File: src/rtl/fnd_scan_decoder_if.sv
// Display-side lines of the FND scan plus the rebuilt frame seen by the loopback monitor.
// master drives the scan lines and reads the frame; slave is the decoder.
interface fnd_scan_decoder_if;
  logic [3:0]  fnd_com;
  logic [7:0]  fnd_data;
  logic [15:0] o_digits;
  logic [3:0]  o_dots;
  logic [3:0]  o_bad_seg;
  logic        o_frame_valid;
  logic        o_com_err;
  logic        o_stall;

  modport master (
    output fnd_com, fnd_data,
    input  o_digits, o_dots, o_bad_seg, o_frame_valid, o_com_err, o_stall
  );

  modport slave (
    input  fnd_com, fnd_data,
    output o_digits, o_dots, o_bad_seg, o_frame_valid, o_com_err, o_stall
  );
endinterface

File: src/rtl/fnd_scan_decoder.sv
// Rebuilds the four digit codes/dots from the multiplexed FND lines; passive monitor, no backpressure.
// Latency: line change -> settle event 2+SETTLE_CYCLES, -> slot +1, -> frame output +1.
module fnd_scan_decoder #(
  parameter int SETTLE_CYCLES  = 16,
  parameter int TIMEOUT_CYCLES = 250_000
) (
  input  logic              clk,
  input  logic              reset,
  fnd_scan_decoder_if.slave bus
);

  localparam int            CW         = $clog2(SETTLE_CYCLES);
  localparam int            TW         = $clog2(TIMEOUT_CYCLES + 1);
  localparam logic [CW-1:0] CNT_MAX    = CW'(SETTLE_CYCLES - 1);
  localparam logic [TW-1:0] TMO_MAX    = TW'(TIMEOUT_CYCLES);
  localparam logic [11:0]   IDLE_LINES = 12'hFFF;

  typedef enum logic [1:0] {S_IDLE, S_SETTLE, S_HOLD} state_t;

  logic [11:0]   sync1_q, sync2_q, prev_q;
  logic [CW-1:0] cnt_q, cnt_d;
  state_t        state_q;
  logic          evt_q;
  logic          change;

  // Synchronisers reset to the blank/all-off bus so a quiet display is not seen as a change.
  always_ff @(posedge clk or negedge reset) begin
    if (!reset) begin
      sync1_q <= IDLE_LINES;
      sync2_q <= IDLE_LINES;
      prev_q  <= IDLE_LINES;
      cnt_q   <= '0;
    end else begin
      sync1_q <= {bus.fnd_com, bus.fnd_data};
      sync2_q <= sync1_q;
      prev_q  <= sync2_q;
      cnt_q   <= cnt_d;
    end
  end

  assign change = (sync2_q != prev_q);

  always_comb begin
    cnt_d = cnt_q;
    if (change) begin
      cnt_d = '0;
    end else if (cnt_q != CNT_MAX) begin
      cnt_d = cnt_q + CW'(1);
    end
  end

  always_ff @(posedge clk or negedge reset) begin
    if (!reset) begin
      state_q <= S_IDLE;
      evt_q   <= 1'b0;
    end else begin
      evt_q <= 1'b0;
      case (state_q)
        S_IDLE: begin
          if (change) state_q <= S_SETTLE;
        end
        S_SETTLE: begin
          if (change) begin
            state_q <= S_IDLE;
          end else if (cnt_q == CNT_MAX) begin
            state_q <= S_HOLD;
            evt_q   <= 1'b1;
          end
        end
        S_HOLD: begin
          if (change) state_q <= S_SETTLE;
        end
        default: state_q <= S_IDLE;
      endcase
    end
  end

  // Returns {bad, code}; the dot bit is ignored except for the lone-dot pattern.
  function automatic logic [4:0] decode_seg(input logic [7:0] d);
    logic [4:0] r;
    r = {1'b1, 4'hF};
    if (d == 8'h7F) begin
      r = {1'b0, 4'hE};
    end else begin
      case ({1'b1, d[6:0]})
        8'hC0:   r = {1'b0, 4'h0};
        8'hF9:   r = {1'b0, 4'h1};
        8'hA4:   r = {1'b0, 4'h2};
        8'hB0:   r = {1'b0, 4'h3};
        8'h99:   r = {1'b0, 4'h4};
        8'h92:   r = {1'b0, 4'h5};
        8'h82:   r = {1'b0, 4'h6};
        8'hF8:   r = {1'b0, 4'h7};
        8'h80:   r = {1'b0, 4'h8};
        8'h90:   r = {1'b0, 4'h9};
        8'h88:   r = {1'b0, 4'hA};
        8'h83:   r = {1'b0, 4'hB};
        8'hC6:   r = {1'b0, 4'hC};
        8'hA1:   r = {1'b0, 4'hD};
        8'hFF:   r = {1'b0, 4'hF};
        default: r = {1'b1, 4'hF};
      endcase
    end
    return r;
  endfunction

  // prev_q still holds the settled value on the cycle after the settle event.
  logic [3:0] smp_com;
  logic [7:0] smp_data;
  logic [1:0] pos;
  logic       pos_vld;
  logic [4:0] dec;
  logic       capture, com_bad, frame_done;

  assign {smp_com, smp_data} = prev_q;
  assign dec                 = decode_seg(smp_data);

  always_comb begin
    pos     = 2'd0;
    pos_vld = 1'b1;
    case (smp_com)
      4'b1110: pos = 2'd0;
      4'b1101: pos = 2'd1;
      4'b1011: pos = 2'd2;
      4'b0111: pos = 2'd3;
      default: pos_vld = 1'b0;
    endcase
  end

  assign capture = evt_q && pos_vld;
  assign com_bad = evt_q && !pos_vld;

  logic [15:0]   slot_code_q, slot_code_d;
  logic [3:0]    slot_dot_q, slot_dot_d;
  logic [3:0]    slot_bad_q, slot_bad_d;
  logic [3:0]    flag_q, flag_d;
  logic [TW-1:0] tmo_q, tmo_d;
  logic [15:0]   digits_q;
  logic [3:0]    dots_q, bad_seg_q;
  logic          fv_q, cerr_q, stall_q;

  assign frame_done = &flag_q;

  // A capture landing on the completion cycle survives the flag clear for the next frame.
  always_comb begin
    slot_code_d = slot_code_q;
    slot_dot_d  = slot_dot_q;
    slot_bad_d  = slot_bad_q;
    flag_d      = frame_done ? 4'b0000 : flag_q;
    if (capture) begin
      slot_code_d[{pos, 2'b00} +: 4] = dec[3:0];
      slot_dot_d[pos]                = ~smp_data[7];
      slot_bad_d[pos]                = dec[4];
      flag_d[pos]                    = 1'b1;
    end
  end

  always_comb begin
    tmo_d = tmo_q;
    if (capture) begin
      tmo_d = '0;
    end else if (tmo_q != TMO_MAX) begin
      tmo_d = tmo_q + TW'(1);
    end
  end

  always_ff @(posedge clk or negedge reset) begin
    if (!reset) begin
      slot_code_q <= 16'hFFFF;
      slot_dot_q  <= '0;
      slot_bad_q  <= '0;
      flag_q      <= '0;
      tmo_q       <= '0;
      digits_q    <= 16'hFFFF;
      dots_q      <= '0;
      bad_seg_q   <= '0;
      fv_q        <= 1'b0;
      cerr_q      <= 1'b0;
      stall_q     <= 1'b0;
    end else begin
      slot_code_q <= slot_code_d;
      slot_dot_q  <= slot_dot_d;
      slot_bad_q  <= slot_bad_d;
      flag_q      <= flag_d;
      tmo_q       <= tmo_d;
      fv_q        <= frame_done;
      cerr_q      <= com_bad;
      stall_q     <= (tmo_d == TMO_MAX);
      if (frame_done) begin
        digits_q  <= slot_code_q;
        dots_q    <= slot_dot_q;
        bad_seg_q <= slot_bad_q;
      end
    end
  end

  assign bus.o_digits      = digits_q;
  assign bus.o_dots        = dots_q;
  assign bus.o_bad_seg     = bad_seg_q;
  assign bus.o_frame_valid = fv_q;
  assign bus.o_com_err     = cerr_q;
  assign bus.o_stall       = stall_q;

endmodule

File: src/flat_wrapper.sv
// flat-port wrapper written by rule: the top's interface ports become plain ports
module fnd_scan_decoder_flat 
#(
  parameter int SETTLE_CYCLES  = 16,
  parameter int TIMEOUT_CYCLES = 250_000
)
  (clk, reset, bus_fnd_com, bus_fnd_data, bus_o_digits, bus_o_dots, bus_o_bad_seg, bus_o_frame_valid, bus_o_com_err, bus_o_stall);
  fnd_scan_decoder_if bus_i ();
  input  logic clk;
  input  logic reset;
  input wire logic [$bits(bus_i.fnd_com)-1:0] bus_fnd_com;
  input wire logic [$bits(bus_i.fnd_data)-1:0] bus_fnd_data;
  output wire logic [$bits(bus_i.o_digits)-1:0] bus_o_digits;
  output wire logic [$bits(bus_i.o_dots)-1:0] bus_o_dots;
  output wire logic [$bits(bus_i.o_bad_seg)-1:0] bus_o_bad_seg;
  output wire logic [$bits(bus_i.o_frame_valid)-1:0] bus_o_frame_valid;
  output wire logic [$bits(bus_i.o_com_err)-1:0] bus_o_com_err;
  output wire logic [$bits(bus_i.o_stall)-1:0] bus_o_stall;
  assign bus_i.fnd_com = bus_fnd_com;
  assign bus_i.fnd_data = bus_fnd_data;
  assign bus_o_digits = bus_i.o_digits;
  assign bus_o_dots = bus_i.o_dots;
  assign bus_o_bad_seg = bus_i.o_bad_seg;
  assign bus_o_frame_valid = bus_i.o_frame_valid;
  assign bus_o_com_err = bus_i.o_com_err;
  assign bus_o_stall = bus_i.o_stall;
  fnd_scan_decoder #(.SETTLE_CYCLES(SETTLE_CYCLES), .TIMEOUT_CYCLES(TIMEOUT_CYCLES)) u_core (.clk(clk), .reset(reset), .bus(bus_i));
endmodule
File: config.mk
export PLATFORM = sky130hd
export DESIGN_NAME = fnd_scan_decoder_flat
export DESIGN_NICKNAME = d
export VERILOG_FILES = /design/src/rtl/fnd_scan_decoder_if.sv /design/src/rtl/fnd_scan_decoder.sv /design/src/flat_wrapper.sv
export SDC_FILE = /design/constraint.sdc
export NUM_CORES = 1
export LEC_CHECK = 0
export ABC_CLOCK_PERIOD_IN_PS = 2800
export CAP_MARGIN = 20
export CORE_MARGIN = 4
export CORE_UTILIZATION = 28
export CTS_CLUSTER_DIAMETER = 200
export DETAILED_ROUTE_END_ITERATION = 10
export PLACE_DENSITY = 0.5
export SYNTH_ARGS = -nofsm -noshare
export SYNTH_HDL_FRONTEND = slang
export SYNTH_SLANG_ARGS = --single-unit
File: constraint.sdc
create_clock -name clk -period 2.8 [get_ports clk]
set_input_delay 0.42 -clock clk [delete_from_list [all_inputs] [get_ports clk]]
set_output_delay 0.42 -clock clk [all_outputs]
set_load 0.03 [all_outputs]
==> key figures <==
Logic synthesis
  – Yosys warns: 0
  – Post-synthesis sequential area ratio: 0.596
  – Top post-synthesis cells by area: dfstp_2 (36%), dfrtp_1 (24%), nand2_1 (9.1%)
  – Syn Inst Count: 477
  – Commonest register cell after synthesis: dfstp_2
  – Post-synth EDFFs: 0
  – Largest area contributor in the netlist: dfstp_2
  – Mapped Area: 5010 um^2
  – Ys async rst share: 1.00
  – Synth Area per Inst: 10.5 um^2
  – Synth Net Count: 500
  – Yosys reg bits: 116
  – Synth cell types: 58
  – Area share of the largest cell type after synthesis: 0.356

Place
  – Pre-CTS setup slack: 0.664 ns
  – Routability congestion estimate: 0.831
  – Port Buffers: 40
  – DP Wirelength: 6950 um

Clock tree
  – Worst-skew pair later-pin latency: 0.41 ns
  – CTS buffer count: 17
  – Clk sink count: 116
  – Root buf cell: clkbuf_16
  – Setup bufs post-CTS: 0
  – Cts repair resizes: 0
  – H-tree Lvls: 4
  – Clk buf depth: 2
  – CTS tree: yes
  – Reg clk slew, reported paths: 0.05 ns
  – Post-CTS Hold Fix Bufs: 0

Pwr
  – Reg power frac: 0.426
  – Logic pwr share: 0.028
  – Pwr per Cell Area: 661 nW/um^2
  – P_int: 3.31 mW
  – VDD IR-drop max: 0.000437 V
  – Clock power share: 0.547
  – Sw frac: 0.201
  – Psw: 832 uW
  – P_leak: 2.64 nW

Floorplan
  – # IOs: 41
  – Initial core utilization: 0.288
  – Full die area: 20100 um^2
  – Row Count: 48
  – Core Area: 17400 um^2
  – Die span in y: 142 um
  – Die width: 142 um

Critical path
  – WP data required: 3.14 ns
  – CP startpoint kind: register
  – Crit path max fanout: 4
  – CP endpoint kind: register
  – Crit path cell chain: nand2_1, nor2_1, inv_1, ha_1, or4_4, o21ai_1
  – Arr. time, crit path: 2.48 ns
  – Crit-path slowest cell: dfstp_2
  – CP max stage delay: 0.57 ns
  – CP Class: reg -> reg
  – R2r setup slk: 0.67 ns

Global routing
  – First-pass GRT wire length: 17500 um
  – Total gr overflow: 0
  – Initial antenna violation count: 0
  – Largest net degree at the start of global routing: 53
  – Total track usage: 0.109
  – Vias in the first global route: 3470

Timing
  – Final hold violations: 0
  – Worst Tran Pin Value: 0.596 ns
  – Skew final: 0.0106 ns
  – Minimum clock period: 2.13 ns
  – Maximum clock frequency: 469 MHz
  – Final Max Tran Viols: 0
  – RSZ-0062 raised after global routing: false
  – Relative slew slack: 0.603
  – Setup Viol. Count Final: 0
  – Setup TNS: 0 ns
  – Fin crit share: 0.762
  – Final worst slack: 0.667 ns

Run status
  – Run status: completed

Final layout
  – Highest-count cells in the layout ignoring fill and taps: nand2_1 (121), dfstp_2 (68), dfrtp_1 (48)
  – Fillers: 1698
  – Synth-to-Final Area Change: 25.1%
  – Share of layout cells above drive strength 1: 0.213
  – Commonest non-fill, non-tap cell in the layout: nand2_1
  – Layout net count: 544
  – Inserted Diodes: 0

Detailed routing
  – DR top layer: met4
  – Via count: 3402
  – Wl on met1: 4940 um
  – Total iterations of the first detailed-routing run: 5
  – Wirelength per Cell: 13.3 um
  – Met3 WL: 448 um
  – DRT antenna net count: 0
  – WL met2: 4490 um
  – Via density: 4.48
  – Final wirelength: 10100 um
  – DR iter-0 viols: 222
  – DRC: 0

Flow run
  – Total of max-cap violations: 0

Worst hold path
  – Tightest Hold Check Type: in -> async
kinds of logic (layout without fill, tap and decap cells):
kind of cell / Yosys count / in the layout / synth area share
AO/OA/AOI/OAI: 46 / 46 / 0.0589
XOR/XNOR: 35 / 35 / 0.0611
adder cells (fa/ha/maj): 11 / 11 / 0.0265
buffers and inverters: 29 / 86 / 0.0240
flip-flops: 116 / 116 / 0.596
multiplexers: 6 / 6 / 0.0130
AND/OR/NAND/NOR: 234 / 234 / 0.221
worst paths after layout:
path | start | end | depth (start not counted)
min in group clk | u_core.sync1_q[6] | u_core.sync2_q[6] | 0
max in group asynchronous | reset | u_core.slot_code_q[0] | 2
worst max-delay path | u_core.prev_q[9] | u_core.slot_code_q[15] | 6
worst min register to register | u_core.sync1_q[6] | u_core.sync2_q[6] | 0
worst max register to register | u_core.prev_q[9] | u_core.slot_code_q[15] | 6
worst min-delay path | reset | u_core.tmo_q[15] | 1
cell usage after synthesis (3+ instances only):
library cell and instances:
nand2_1 121, dfstp_2 68, dfrtp_1 48, nor2_1 36, xnor2_1 19, o21ai_0 17
nand3_1 16, xor2_1 16, nor3_1 13, clkbuf_1 9, ha_1 9, inv_1 9
nand4_1 7, buf_2 6, a21oi_1 5, and3_1 5, nor4_1 5, mux2_2 4
o21ai_1 4, buf_1 3, nand4b_1 3, nor3b_1 3, nor4b_1 3, o21a_1 3
critical path: cells and delay by family (launching register included):
kind	cells	cell delay, ns
AO/OA/AOI/OAI	1	0.13
adder cells (fa/ha/maj)	1	0.35
buffers and inverters	1	0.13
flip-flops	1	0.57
AND/OR/NAND/NOR	3	0.89
stage by stage:
| stage | total power [mW] | area, um^2 | utilization | hold slack (ns) | cells |
|---|---|---|---|---|---|
| floorplan | 1.83 | 5010 | - | 0.124 | 477 |
| global placement | 1.90 | 5650 | 0.325 | 0.348 | 727 |
| detailed placement | 1.91 | 5650 | 0.325 | 0.347 | 727 |
| CTS | 4.22 | 6270 | 0.360 | 0.0209 | 759 |
| global route | 4.31 | 6270 | 0.360 | 0.0501 | 759 |
| finish | 4.14 | 6270 | 0.360 | 0.00840 | 759 |
flip-flops by register name, summed over array words and instances, names as in the netlist, 12 cells and up:
signal / flops
u_core.prev_q: 12
u_core.sync1_q: 12
u_core.slot_code_q: 16
u_core.bus.o_digits: 16
u_core.sync2_q: 12
u_core.tmo_q: 18
layer usage:
metal | up-vias | global-route usage
met2 | 79 | 0.161
li1 | 1698 | -
met1 | 1612 | 0.147
met4 | 0 | 0.0561
met5 | - | 0
met3 | 13 | 0.0290
power groups by stage:
| stage | Clock (mW) | Combinational (mW) | Sequential (mW) |
|---|---|---|---|
| floorplan | 0 | 0.0629 | 1.77 |
| global placement | 0 | 0.117 | 1.79 |
| detailed placement | 0 | 0.118 | 1.79 |
| CTS | 2.34 | 0.118 | 1.76 |
| global route | 2.41 | 0.132 | 1.77 |
| finish | 2.27 | 0.114 | 1.76 |
layout make-up:
type                    instances  area [um^2]  area share
repair buffers                 44          440      0.0702
well taps                     225          282      0.0449
flip-flops and latches        116         2990       0.476
multi-input cells             332         1910       0.304
clock inverters                 8          149      0.0237
inverters                      10         37.5     0.00598
clock buffers                  24          472      0.0752
Note: power is estimated with default switching activity, not from simulation.
